[src/rtl/sseg_scan_ctrl_if.sv]
// Bundle between a display-value producer and the seven-segment scan controller.
// The producer drives the value/strobe/mode side; the controller drives the panel side.
interface sseg_scan_ctrl_if;
  logic [15:0] value_in;
  logic [3:0]  dp_in;
  logic        load;
  logic        lzb;
  logic        enable;
  logic [3:0]  digit_code;
  logic [3:0]  an;
  logic        dp_n;
  logic        pending;

  modport master (
    output value_in, dp_in, load, lzb, enable,
    input  digit_code, an, dp_n, pending
  );

  modport slave (
    input  value_in, dp_in, load, lzb, enable,
    output digit_code, an, dp_n, pending
  );
endinterface

[src/rtl/sseg_scan_ctrl.sv]
// Four-digit common-anode display scanner sharing one hex_to_sseg decoder.
// New values are staged and only swapped in at frame boundaries so a frame is never torn.
module sseg_scan_ctrl #(
  parameter int REFRESH_DIV = 100000
) (
  input  logic              clk,
  input  logic              reset,
  sseg_scan_ctrl_if.slave   bus
);

  localparam int CNT_W = (REFRESH_DIV > 1) ? $clog2(REFRESH_DIV) : 1;
  localparam logic [CNT_W-1:0] CNT_LAST = CNT_W'(REFRESH_DIV - 1);

  logic [CNT_W-1:0] cnt_q, cnt_d;
  logic [1:0]       idx_q, idx_d;
  logic [15:0]      dispVal_q, dispVal_d;
  logic [3:0]       dispDp_q, dispDp_d;
  logic [15:0]      pendVal_q, pendVal_d;
  logic [3:0]       pendDp_q, pendDp_d;
  logic             pendV_q, pendV_d;
  logic [3:0]       digitCode_q, digitCode_d;
  logic [3:0]       an_q, an_d;
  logic             dpN_q, dpN_d;

  logic             slotAdv;
  logic             frameEnd;
  logic [3:0]       nibble;
  logic             upperZero;
  logic             blank;

  // Outputs are computed from the post-edge idx/disp so they move together with the slot advance.
  always_comb begin
    slotAdv   = (cnt_q == CNT_LAST);
    frameEnd  = slotAdv && (idx_q == 2'd3);
    cnt_d     = slotAdv ? '0 : cnt_q + CNT_W'(1);
    idx_d     = slotAdv ? idx_q + 2'd1 : idx_q;

    dispVal_d = dispVal_q;
    dispDp_d  = dispDp_q;
    pendVal_d = pendVal_q;
    pendDp_d  = pendDp_q;
    pendV_d   = pendV_q;

    if (bus.load && frameEnd) begin
      dispVal_d = bus.value_in;
      dispDp_d  = bus.dp_in;
      pendV_d   = 1'b0;
    end else if (bus.load) begin
      pendVal_d = bus.value_in;
      pendDp_d  = bus.dp_in;
      pendV_d   = 1'b1;
    end else if (frameEnd && pendV_q) begin
      dispVal_d = pendVal_q;
      dispDp_d  = pendDp_q;
      pendV_d   = 1'b0;
    end

    nibble    = 4'h0;
    upperZero = 1'b0;
    case (idx_d)
      2'd0: begin
        nibble    = dispVal_d[3:0];
        upperZero = 1'b0;
      end
      2'd1: begin
        nibble    = dispVal_d[7:4];
        upperZero = (dispVal_d[15:4] == 12'h000);
      end
      2'd2: begin
        nibble    = dispVal_d[11:8];
        upperZero = (dispVal_d[15:8] == 8'h00);
      end
      default: begin
        nibble    = dispVal_d[15:12];
        upperZero = (dispVal_d[15:12] == 4'h0);
      end
    endcase

    // Digit 0 never has upperZero set, so a zero value still shows a single 0.
    blank       = bus.lzb && upperZero;
    digitCode_d = blank ? 4'hF : nibble;
    dpN_d       = blank || !bus.enable || !dispDp_d[idx_d];
    an_d        = bus.enable ? ~(4'b0001 << idx_d) : 4'b1111;
  end

  always_ff @(posedge clk) begin
    if (reset) begin
      cnt_q       <= '0;
      idx_q       <= 2'd0;
      dispVal_q   <= 16'h0000;
      dispDp_q    <= 4'h0;
      pendVal_q   <= 16'h0000;
      pendDp_q    <= 4'h0;
      pendV_q     <= 1'b0;
      digitCode_q <= 4'h0;
      an_q        <= bus.enable ? 4'b1110 : 4'b1111;
      dpN_q       <= 1'b1;
    end else begin
      cnt_q       <= cnt_d;
      idx_q       <= idx_d;
      dispVal_q   <= dispVal_d;
      dispDp_q    <= dispDp_d;
      pendVal_q   <= pendVal_d;
      pendDp_q    <= pendDp_d;
      pendV_q     <= pendV_d;
      digitCode_q <= digitCode_d;
      an_q        <= an_d;
      dpN_q       <= dpN_d;
    end
  end

  assign bus.digit_code = digitCode_q;
  assign bus.an         = an_q;
  assign bus.dp_n       = dpN_q;
  assign bus.pending    = pendV_q;

endmodule

[src/flat_wrapper.sv]
// flat-port wrapper written by rule: the top's interface ports become plain ports
module sseg_scan_ctrl_flat 
#(
  parameter int REFRESH_DIV = 100000
)
  (clk, reset, bus_value_in, bus_dp_in, bus_load, bus_lzb, bus_enable, bus_digit_code, bus_an, bus_dp_n, bus_pending);
  sseg_scan_ctrl_if bus_i ();
  input  logic clk;
  input  logic reset;
  input wire logic [$bits(bus_i.value_in)-1:0] bus_value_in;
  input wire logic [$bits(bus_i.dp_in)-1:0] bus_dp_in;
  input wire logic [$bits(bus_i.load)-1:0] bus_load;
  input wire logic [$bits(bus_i.lzb)-1:0] bus_lzb;
  input wire logic [$bits(bus_i.enable)-1:0] bus_enable;
  output wire logic [$bits(bus_i.digit_code)-1:0] bus_digit_code;
  output wire logic [$bits(bus_i.an)-1:0] bus_an;
  output wire logic [$bits(bus_i.dp_n)-1:0] bus_dp_n;
  output wire logic [$bits(bus_i.pending)-1:0] bus_pending;
  assign bus_i.value_in = bus_value_in;
  assign bus_i.dp_in = bus_dp_in;
  assign bus_i.load = bus_load;
  assign bus_i.lzb = bus_lzb;
  assign bus_i.enable = bus_enable;
  assign bus_digit_code = bus_i.digit_code;
  assign bus_an = bus_i.an;
  assign bus_dp_n = bus_i.dp_n;
  assign bus_pending = bus_i.pending;
  sseg_scan_ctrl #(.REFRESH_DIV(REFRESH_DIV)) u_core (.clk(clk), .reset(reset), .bus(bus_i));
endmodule
[config.mk]
export PLATFORM = sky130hd
export DESIGN_NAME = sseg_scan_ctrl_flat
export DESIGN_NICKNAME = d
export VERILOG_FILES = /design/src/rtl/sseg_scan_ctrl_if.sv /design/src/rtl/sseg_scan_ctrl.sv /design/src/flat_wrapper.sv
export SDC_FILE = /design/constraint.sdc
export NUM_CORES = 1
export LEC_CHECK = 0
export ABC_AREA = 1
export BUFFER_PORTS_ARGS = -buffer_cell sky130_fd_sc_hd__clkbuf_2
export CORE_MARGIN = 10
export CORE_UTILIZATION = 55
export CTS_BUF_LIST = sky130_fd_sc_hd__clkbuf_2 sky130_fd_sc_hd__clkbuf_4 sky130_fd_sc_hd__clkbuf_8
export DETAILED_ROUTE_END_ITERATION = 16
export PLACE_DENSITY = 0.78
export SLEW_MARGIN = 20
export SYNTH_ARGS = -nofsm -noshare
export SYNTH_HDL_FRONTEND = slang
export SYNTH_SLANG_ARGS = --single-unit
[constraint.sdc]
create_clock -name clk -period 1.8 [get_ports clk]
set_input_delay 0.18 -clock clk [delete_from_list [all_inputs] [get_ports clk]]
set_output_delay 0.18 -clock clk [all_outputs]
set_load 0.01 [all_outputs]
; Word-level counts from Yosys, hierarchy flattened
; Index checks and enable logic that the tools add are counted.
[word_totals]
regBits = 69
output_inout_bits = 10
[classes]
add_sub_neg = 2
order_cmp = 1
n_eq_ne = 4
shifts = 1
muxes = 17
bitwise_logic = 2
n_reduce_logical = 16
[op_table]
columns = op, count
row1 = two-way mux 16 bit, 3
row2 = two-way mux 4 bit, 6
row3 = adder 17 x 1 -> 17 bit (second input constant), 1
row4 = == test 17 bit (second input constant), 1
row5 = zero test 12 bit, 1
row6 = one-hot mux 4 bit (3 select lines), 1
row7 = zero test 8 bit, 1
row8 = == test 2 bit (second input constant), 2
row9 = logical AND 1 bit, 4
row10 = zero test 4 bit, 1
row11 = two-way mux 1 bit, 4
row12 = inverter 4 bit, 1
row13 = OR reduction 2 bit, 2
row14 = left shift 1 x 2 -> 4 bit (first input constant), 1
row15 = < comparator 2 x 3 -> 1 bit (second input constant), 1
row16 = one-hot mux 1 bit (3 select lines), 1
row17 = adder 2 x 1 -> 2 bit (second input constant), 1
row18 = binary-select mux 1 bit (select 2 bit), 1
row19 = == test 2 x 1 -> 1 bit (second input constant), 1
row20 = zero test 1 bit, 2
row21 = zero test 2 bit, 1
row22 = logical OR 1 bit, 2
row23 = two-way mux 2 bit, 1
row24 = AND reduction 2 bit, 1
row25 = other kinds (2), 2

; Logic depth before layout (Yosys ltp)
; Gate-level depths: netlist of run 1.
[logic_depth]
depth_word = 11
ltp_mapped = 14

; Worst setup path before layout of run 1
; OpenSTA, ideal clock, no wires.
[synth_timing]
kind = reg2reg
startpoint = register u_core.cnt_q[0]
endpoint = register u_core.digitCode_q[0] (netlist: u_core.bus.digit_code[0])
setup_ns = 0.132
arrival_ns = 1.725
t_required_ns = 1.668
slack_ns = -0.057
stages_incl_launch_ff = 13
path_buffers = 0
path_cell_list = dfxtp_1 ha_1 nand2_1 nor2_4 nand3_4 nor3_2 nand2_1 nand2_1 nor2_1 nand3_1 nand2_1 nand3_2 a21oi_1
[synth_via]
elab_chain_len = 10
[synth_rtl]
columns = element, line
row1 = "start, declared", sseg_scan_ctrl.sv:14  ; logic [CNT_W-1:0] cnt_q, cnt_d;
row2 = "start signal, assigned", sseg_scan_ctrl.sv:99  ; cnt_q <= cnt_d;
row3 = == test 17 bit *, sseg_scan_ctrl.sv:33  ; slotAdv = (cnt_q == CNT_LAST);
row4 = logical AND 1 bit, sseg_scan_ctrl.sv:34  ; frameEnd = slotAdv && (idx_q == 2'd3);
row5 = logical AND 1 bit, sseg_scan_ctrl.sv:52  ; end else if (frameEnd && pendV_q) begin
row6 = two-way mux 16 bit, sseg_scan_ctrl.sv:52
row7 = two-way mux 16 bit, sseg_scan_ctrl.sv:48  ; end else if (bus.load) begin
row8 = two-way mux 16 bit, sseg_scan_ctrl.sv:44  ; if (bus.load && frameEnd) begin
row9 = zero test 12 bit (tied with other cells), sseg_scan_ctrl.sv:67  ; upperZero = (dispVal_d[15:4] == 12'h000);
row10 = one-hot mux 1 bit (3 select lines), sseg_scan_ctrl.sv:60  ; case (idx_d)
row11 = logical AND 1 bit, sseg_scan_ctrl.sv:80  ; blank = bus.lzb && upperZero;
row12 = two-way mux 4 bit *, sseg_scan_ctrl.sv:81  ; digitCode_d = blank ? 4'hF : nibble;
row13 = "end signal, assigned", sseg_scan_ctrl.sv:106  ; digitCode_q <= digitCode_d;
row14 = "end, declared", sseg_scan_ctrl.sv:21  ; logic [3:0] digitCode_q, digitCode_d;
; Mark *: on every way between the ends. The rest lies on a longest branch, timed or not.
; A chain may end at the register's enable or synchronous reset.

; Worst setup path in the final report of run 1
[layout_timing]
startpoint = register u_core.cnt_q[13]
endpoint = register u_core.digitCode_q[1] (netlist: u_core.bus.digit_code[1])
; Same word-level chain as after synthesis.

==> results of run 1 <==
[sequential cells by signal, summed over array words and instances (netlist names)]
signal                 cells
u_core.pendVal_q          16
u_core.bus.digit_code      4
u_core.cnt_q              17
u_core.idx_q               2
u_core.dispVal_q          16
u_core.bus.an              4
u_core.bus.pending         1
u_core.pendDp_q            4
u_core.dispDp_q            4
u_core.bus.dp_n            1
[power by group through the flow]
stage | clock [mW] | combinational, mW | sequential (mW)
global placement | 0 | 0.156 | 1.62
detailed placement | 0 | 0.162 | 1.62
floorplan | 0 | 0.0887 | 1.62
finish | 1.26 | 0.205 | 1.59
global route | 1.32 | 0.225 | 1.59
CTS | 1.27 | 0.166 | 1.59
[layout make-up]
cell class | instances | area (um2) | share of cell area [%]
clock buffers | 15 | 200 | 4.48
flip-flops and latches | 69 | 1380 | 31.0
well taps | 72 | 90.1 | 2.02
inverters | 61 | 231 | 5.18
repair buffers | 96 | 769 | 17.2
multi-input cells | 301 | 1790 | 40.1
[worst max-delay path by stage]
| stage | startpoint | end | slack (ns) | cells past startpoint |
|---|---|---|---|---|
| after floorplan | u_core.cnt_q[1] | u_core.bus.digit_code[0] | -0.05 | 14 |
| after global placement | u_core.cnt_q[1] | u_core.bus.digit_code[0] | -0.14 | 14 |
| after detailed placement | u_core.cnt_q[1] | u_core.bus.digit_code[0] | -0.19 | 14 |
| after CTS | u_core.cnt_q[1] | u_core.bus.digit_code[2] | -0.17 | 14 |
| after global routing | u_core.cnt_q[1] | u_core.bus.digit_code[2] | -0.41 | 14 |
| final | u_core.cnt_q[13] | u_core.bus.digit_code[1] | -0.34 | 14 |
[cells in the final DEF (no fill, tap or decap), types with 3 or more instances in the layout]
cell type / Yosys / routed
sky130_fd_sc_hd__nand2_1: 96 / 84
sky130_fd_sc_hd__dfxtp_1: 69 / 67
sky130_fd_sc_hd__inv_1: 60 / 56
sky130_fd_sc_hd__buf_4: 1 / 45
sky130_fd_sc_hd__nor2_1: 57 / 44
sky130_fd_sc_hd__clkbuf_2: 0 / 34
sky130_fd_sc_hd__nand3_1: 32 / 20
sky130_fd_sc_hd__nand2_2: 7 / 17
sky130_fd_sc_hd__nand3_2: 7 / 17
sky130_fd_sc_hd__a21oi_1: 20 / 17
sky130_fd_sc_hd__nor2_2: 9 / 16
sky130_fd_sc_hd__clkbuf_8: 0 / 14
sky130_fd_sc_hd__o21ai_0: 28 / 11
sky130_fd_sc_hd__o21ai_1: 1 / 11
sky130_fd_sc_hd__nand4_1: 10 / 10
sky130_fd_sc_hd__nor2_4: 3 / 9
sky130_fd_sc_hd__buf_6: 2 / 9
sky130_fd_sc_hd__o21ai_2: 1 / 8
sky130_fd_sc_hd__o211ai_1: 5 / 5
sky130_fd_sc_hd__xor2_1: 5 / 5
sky130_fd_sc_hd__inv_2: 1 / 4
sky130_fd_sc_hd__nor3_1: 5 / 4
sky130_fd_sc_hd__buf_12: 0 / 4
sky130_fd_sc_hd__nand3_4: 1 / 3
sky130_fd_sc_hd__a21oi_2: 0 / 3
[routing by layer]
layer  global-route usage (%)  wire [um]
met3                     4.98        502
met2                     34.2       4920
met1                     20.3       3550
met4                     7.87        332
met5                        0          0
[kinds of logic after synthesis]
kind of cell / Yosys count / synth area share (%)
AOI/OAI and AO/OA: 56 / 9.61
buffers and inverters: 75 / 9.49
xor gates and xnor gates: 6 / 1.88
DFF: 69 / 43.1
adders and majority gates: 2 / 0.781
and+or+nand+nor: 237 / 35.1
[synthesized netlist by cell type]
cell / number
sky130_fd_sc_hd__nand2_1: 96
sky130_fd_sc_hd__dfxtp_1: 69
sky130_fd_sc_hd__inv_1: 60
sky130_fd_sc_hd__nor2_1: 57
sky130_fd_sc_hd__nand3_1: 32
sky130_fd_sc_hd__o21ai_0: 28
sky130_fd_sc_hd__a21oi_1: 20
sky130_fd_sc_hd__nand4_1: 10
sky130_fd_sc_hd__nor2_2: 9
sky130_fd_sc_hd__nand2_2: 7
sky130_fd_sc_hd__nand3_2: 7
sky130_fd_sc_hd__clkbuf_1: 6
sky130_fd_sc_hd__nor3_1: 5
sky130_fd_sc_hd__o211ai_1: 5
sky130_fd_sc_hd__xor2_1: 5
sky130_fd_sc_hd__buf_2: 3
sky130_fd_sc_hd__nor2_4: 3
sky130_fd_sc_hd__buf_1: 2
sky130_fd_sc_hd__buf_6: 2
sky130_fd_sc_hd__ha_1: 2
sky130_fd_sc_hd__nor3b_1: 2
sky130_fd_sc_hd__nor4_1: 2
sky130_fd_sc_hd__or2_2: 2
sky130_fd_sc_hd__and3_1: 1
sky130_fd_sc_hd__buf_4: 1
sky130_fd_sc_hd__inv_2: 1
sky130_fd_sc_hd__nand3_4: 1
sky130_fd_sc_hd__nor3_2: 1
sky130_fd_sc_hd__nor3_4: 1
sky130_fd_sc_hd__nor4b_1: 1
sky130_fd_sc_hd__o21ai_1: 1
sky130_fd_sc_hd__o21ai_2: 1
sky130_fd_sc_hd__o21ai_4: 1
sky130_fd_sc_hd__xor2_2: 1
[repair_timing]
action                                  CTS  global route
gates cloned                              0             3
setup buffers                             2             5
endpoints found under the setup margin   34            49
gates resized for setup                  14            75
hold endpoints to repair                  0             0
pin swaps                                 5             7
==> impl.org, run 1 <==
** Status
- The flow ran to the end, but the final reports show violations.
- The checks that failed: negative setup slack.

** Clocking
- Clock latency on the worst-skew pair, taken at its later pin, is roughly 0.35 ns.
- The clock passes through at most 2 buffers.
- In this run, post-CTS hold repair placed 0 buffers.
- Total CTS buffers :: 9
- Number of clock sinks seen by CTS :: 69
- The H-tree generated during clock tree synthesis spans 3 levels.
- Clock-pin transition on the worst setup and hold timing paths :: roughly 0.070 ns
- TritonCTS built the clock tree.
- Clock tree synthesis selected as its root buffer the cell sky130_fd_sc_hd__clkbuf_8.

** Logic synthesis
- Average footprint of a synthesized cell :: between 7 and 8 um2
- Dominant cells by area after synthesis :: sky130_fd_sc_hd__dfxtp_1 (43%), sky130_fd_sc_hd__nand2_1 (11%), sky130_fd_sc_hd__inv_1 (7.0%), sky130_fd_sc_hd__nor2_1 (6.7%), sky130_fd_sc_hd__nand3_1 (5.0%)
- Area share of the largest cell type after synthesis :: between 40% and 50%
- In the synthesized netlist, the number of instances is 445.
- The number of nets in the synthesized netlist is approximately 470.
- After synthesis, the netlist uses 34 different library cells.
- Yosys printed 0 warnings.
- Largest area contributor in the synthesized netlist :: sky130_fd_sc_hd__dfxtp_1
- Sequential elements use 43.1% of the synthesized area.
- The cell area that synthesis handed to floorplanning was 3200 um2.
- Post-synthesis register bit count :: 69

** Global routing
- Overflow left after global routing :: 0
- First-pass GRT wire length :: 13.8 mm
- Largest net degree at the start of global routing :: 39
- Global-route usage over all layers :: 18.9%
- The number of global-route vias before repair is 3138.
- The initial antenna violation count was 0.

** Floorplan
- FP Rows :: 27
- The die covers 9280 um2.
- For this design the top-level I/O count stands at 35.
- Die Span Y :: approximately 96 um
- Die outline width :: 96.3 um
- Starting density of the core :: 57.5%
- The total area inside the core boundary comes to 5570 um2.

** Critical path
- The largest individual stage delay along the critical path comes from the cell sky130_fd_sc_hd__dfxtp_1.
- Crit path buf inv count :: 1
- The critical path is of the reg -> reg type.
- STA puts the critical path data required time at between 2 and 2.5 ns.
- Sequence of cells on the critical path :: nor2_2 -> nand2_1 -> nor2_2 -> nand2_2 -> nor2_4 -> nand3_2 -> buf_12 -> nand2_1 -> nand3_2 -> nor2_1 -> nand2_1 -> nand2_1 -> nand3_4 -> a21oi_1
- In this design, the largest share of critical-path delay is due to simple AND/OR/NAND/NOR gates.
- Arrival @ worst endpoint :: around 2.4 ns
- In this run the critical register-to-register path is launched from u_core.cnt_q[13].
- In this design, the critical path's most frequently occurring cell is sky130_fd_sc_hd__nand2_1.
- Worst setup EP type :: register
- Type of origin of the critical path :: register
- The worst register-to-register path ends at u_core.bus.digit_code[1].
- Max stage delay on crit path :: 0.32 ns
- Worst reg-to-reg setup slack :: -0.34 ns
- Largest fanout on the critical path :: 14
- The number of cells on the worst reg-to-reg path is 14.

** Power
- Combinational Power Share :: 6.7%
- Register share of total power :: 52.1%
- In this run, the clock network consumes about two fifths of the power.
- Net switching is 23.1% of the power.
- Internal power comes to around 2.3 mW.
- Psw :: 704 uW
- For this design the static power due to leakage is roughly 2.2 nW.
- Dividing total power by cell area gives a power density of 683 nW/um2.
- The worst-case IR drop observed on VDD is 0.605 mV.
- Total Power :: 3.05 mW

** Timing
- Once routing completed, OpenROAD measured the worst setup slack at -0.341 ns.
- Final setup violation count :: 29
- Number of slew-limit violations in the final report :: 0
- Hold timing on the final database bottoms out at a slack of 0.0123 ns.
- Final hold vios :: 0
- Setup TNS :: -4.89 ns
- Worst relative slew slack :: between 60% and 70%
- The routed design could run at a clock period as short as about 2.1 ns.
- Derived from the worst setup path, the maximum achievable clock frequency is 467 MHz.
- Final worst path period share :: 119%
- For the pin with the worst max-slew slack, the measured transition is 0.523 ns.
- Post-route clock skew :: 0.00989 ns
- Setup repair after global routing could not meet its margin everywhere.

** Routing
- For this block, the initial DRC count from the detailed router was 174.
- Remaining DRCs :: 0
- The routed design has 9.30 mm of wire.
- Ratio of routed vias to standard cells :: 5.45
- After detailed routing, the average wire length per cell comes to 15.1 um.
- Detailed-router iteration count before antenna repair :: 5
- Detailed-route via count :: between 3000 and 4000
- The count of nets left with antenna violations once routing finished came out at 0.

** Placement
- Gpl congestion :: 0.890
- The number of placed instances, taps included, is 589.
- Setup slack after placement :: -0.187 ns
- Once placement finished, the instance area stood at 3880 um2.
- Port buffering added 34 buffers.
- Dpl hpwl :: around 6.0 mm

** Min path
- End of the worst hold path :: u_core.bus.an[0]
- Worst Hold Class :: in -> reg
- The startpoint identified for the worst hold timing path is bus_enable.
- The worst hold path was traced through 2 stages.

** Final layout
- The area growth from synthesis to layout is 39.5%.
- Final Net Count :: 565
- Filler-free cell count of the finished design :: around 610
- Summed area of non-filler cells in the final layout :: ~4500 um2
- The repair_antennas step left the layout with diodes totalling 0.
- Cells fill roughly four fifths of the core in the end.
- In the final layout, the share of cells above drive strength 1 is 37.6%.
- FILL cells :: 362

** Run
- Max-cap violations in this run came to 0.
(Power assumes the default switching activity.)
==> run 2: changes to the inputs <==
Settings changed: CORE_ASPECT_RATIO set to 0.6, CORE_UTILIZATION 55 to 52, CTS_BUF_LIST sky130_fd_sc_hd__clkbuf_2 sky130_fd_sc_hd__clkbuf_4 sky130_fd_sc_hd__clkbuf_8 to sky130_fd_sc_hd__clkbuf_8 sky130_fd_sc_hd__clkbuf_16, PLACE_DENSITY 0.78 to 0.76.
==> run 2 against run 1 <==
  * The flow still finishes with violations (negative setup slack)
  * Design area grew 6.5%
  * Critical path depth is the same
  * Register-to-register slack barely moved
  * Critical endpoint is now u_core.bus.digit_code[0]
  * Highest routed layer unchanged
==> impl.org, run 2 (synthesis gave the netlist of run 1 again) <==
** Status
- The flow ran to the end, but the final reports show violations.
- The checks that failed: negative setup slack.

** Timing
- Post-route clock skew :: 0.0112 ns
- Number of slew-limit violations in the final report :: 0
- Upper clock frequency limit :: 466 MHz
- Final setup violation count :: 33
- Setup repair after global routing could not meet its margin everywhere.
- Slew at the pin closest to its max-slew limit :: between 0.4 and 0.5 ns
- Worst relative slew slack :: a little over two thirds
- After layout, the worst path uses 119% of the clock period.
- After layout, the worst setup slack is -0.345 ns.
- For the finished layout, the period the worst path requires is between 2 and 2.5 ns.
- The final-report hold violation count was 0.

** Final layout
- Core utilization of the finished layout :: 78.6%
- More flip-flops sit in one register than any other, and that register is u_core.cnt_q.
- For this run, the number of standard cells in the final layout without fillers is between 600 and 700.
- The number of antenna diodes in the final layout is 0.
- Most common library cell in the layout ignoring fill and taps :: sky130_fd_sc_hd__nand2_1
- In the final layout, the share of cells above drive strength 1 is ~45%.
- From synthesis to final layout, the design area changed by 48.6%.
- The library cells used most frequently in the layout, excluding fill and tap cells, are sky130_fd_sc_hd__nand2_1 (77), sky130_fd_sc_hd__dfxtp_1 (66), sky130_fd_sc_hd__buf_4 (60), sky130_fd_sc_hd__inv_1 (56), sky130_fd_sc_hd__clkbuf_2 (34).
- The largest registers in the layout are u_core.cnt_q x17, u_core.dispVal_q x16, u_core.pendVal_q x16.
- The register with the most flip-flops in the layout has 17 of them.
- Final Net Count :: 580
- Summed area of non-filler cells in the final layout :: 4760 um2

** Critical path
- STA classifies the critical path startpoint as a register.
- The critical path crosses 14 cells after its start point.
- In this run the critical register-to-register path is launched from u_core.cnt_q[0].
- The worst register-to-register path has a setup slack of -0.35 ns.
- The critical path ends at u_core.bus.digit_code[0].
- For this run, the slowest stage of the critical path takes 0.35 ns.
- STA puts the critical path data arrival time at 2.44 ns.
- Capture instance of the worst register-to-register path :: u_core.bus.digit_code[0]
- The slowest stage of the critical path is the sky130_fd_sc_hd__dfxtp_2 cell.
- Sequence of cells on the critical path :: ha_4 -> nand2_4 -> nor2_4 -> nand2_2 -> nor2_4 -> nand3_4 -> buf_4 -> nand2_1 -> nand2_1 -> nor2_1 -> nand3_1 -> nand2_2 -> nand3_4 -> a21oi_2
- Data on the critical path is required at its endpoint by ~2.1 ns.
- Reg2Reg Depth :: 14
- Dominant delay contributor by cell family on the critical path :: simple AND/OR/NAND/NOR gates
- Worst setup EP type :: register
- In this run the worst setup path begins at u_core.cnt_q[0].
- Of all nets on the critical path, the largest fanout is 6.
- The worst setup path is of the reg -> reg kind.
- Crit path buf inv count :: 1

** Floorplan
- The initial utilization of the core area, before any placement, comes to 52.9%.
- The floorplan step set the die width to 121 um.
- 35 I/O pins were placed.
- Placeable core area :: 6060 um2
- Die Footprint :: 9800 um2
- In this run the core area contains 22 standard-cell rows.
- The floorplan step set the die height to 80.8 um.

** Power
- Power per Cell Area :: 631 nW/um2
- In this run the static leakage power is 2.27 nW.
- Worst IR Drop VDD :: 0.557 mV

** Routing
- Once detail routing completed, the nets flagged for antenna violations numbered 0.
- Detailed-router iteration count before antenna repair :: 7
- For this block, the initial DRC count from the detailed router was 435.
- After detailed routing, the number of vias per cell comes to 5.42.
- Detailed-route via count :: approximately 3500
- Per-cell routed wire length :: 16.6 um
- For this block, the routed nets add up to 10.7 mm of wire.
- For this run, design rule violations remaining after detail routing come to 0.

** Global routing
- Overflow left after global routing :: 0
- Antenna violations before repair :: 0
- The number of global-route vias before repair was 3133.
- Entering global routing, the biggest net connects 39 pins.
- The first global-routing pass estimated 15.7 mm of wire.
- Across every metal layer, demand over resource in global routing totals 20.3%.

** Placement
- At the placement stage, the worst setup path has a slack of -0.326 ns.
- Number of cells after detailed placement :: 606
- Dpl hpwl :: 6.81 mm
- Buffers added on ports :: 34
- The placed instances occupy a cell area of a little under 4000 um2.
- Gpl congestion :: 0.900

** Min path
- The min-delay analysis places its worst path in the category in -> reg.
- Worst Hold Path Cells :: 3

** Run
- Max-cap violations in this run came to 0.

** Clocking
- The clock net in this run drives a total of 69 sinks.
- Max H-tree Level :: 3
- Buffer depth of the longest clock path :: 2
- Clock-pin transition on the worst setup and hold timing paths :: ~0.08 ns
- TritonCTS built the clock tree.
- Insertion delay to the later sink of the worst-skew pair :: 0.36 ns
- Total CTS buffers :: 9
- Clk Tree Root Cell :: sky130_fd_sc_hd__clkbuf_8
==> run 2: layout make-up <==
cell class | instances | area (um2)
Multi-Input combinational cell | 301 | 1930
Fill cell | 363 | 1300
Inverter | 61 | 231
Clock buffer | 10 | 138
Clock inverter | 6 | 38.8
Tap cell | 84 | 105
Sequential cell | 69 | 1390
Timing Repair Buffer | 111 | 928
==> run 2: what timing repair did <==
action | 4_1_cts | 5_1_grt
gates cloned | 1 | 3
hold buffers | 1 | 0
setup buffers | 8 | 8
resized for setup | 25 | 106
endpoints found under the hold margin | 1 | 0
setup endpoints to repair | 31 | 50
pin swaps | 18 | 26
==> run 2: how the worst min path moves through the flow <==
stage	startpoint	to	slack (ns)
4_1_cts	bus_value_in[1]	u_core.pendVal_q[1]	0.06
3_5_place_dp	bus_enable	u_core.bus.an[0]	0.37
2_1_floorplan	bus_enable	u_core.bus.an[0]	0.26
5_1_grt	bus_value_in[7]	u_core.pendVal_q[7]	0.08
6_report	bus_value_in[1]	u_core.pendVal_q[1]	0.07
3_3_place_gp	bus_enable	u_core.bus.an[0]	0.36
==> run 2: tightest hold or removal path: stages <==
cell                       delay [ns]
sky130_fd_sc_hd__clkbuf_2        0.10
sky130_fd_sc_hd__nor2_2          0.04
sky130_fd_sc_hd__nor2_1          0.08
==> run 2: metrics by stage <==
| step | hold WS, ns | TNS (ns) | total power, mW |
|---|---|---|---|
| CTS | 0.0565 | -1.37 | 2.93 |
| detailed placement | 0.370 | -3.67 | 1.80 |
| global placement | 0.364 | -2.11 | 1.79 |
| global route | 0.0778 | -9.88 | 3.09 |
| floorplan | 0.256 | -0.229 | 1.71 |
| finish | 0.0656 | -6.34 | 3.00 |
==> run 2: layer usage <==
layer  up-vias  wire length [um]  GRT usage (%)
met1      1605              4720           27.8
li1       1645                 -              -
met2       213              4610           29.3
met5         -                 0              0
met3        18              1170           6.37
met4         0               154           7.70
==> run 2: where the power goes <==
part	leakage (nW)	total, mW	switching [mW]	internal [mW]
Clock	0.0880	1.16	0.627	0.531
Sequential	0.563	1.59	0.0253	1.57
Combinational	1.62	0.251	0.148	0.104
Total	2.27	3.00	0.800	2.20
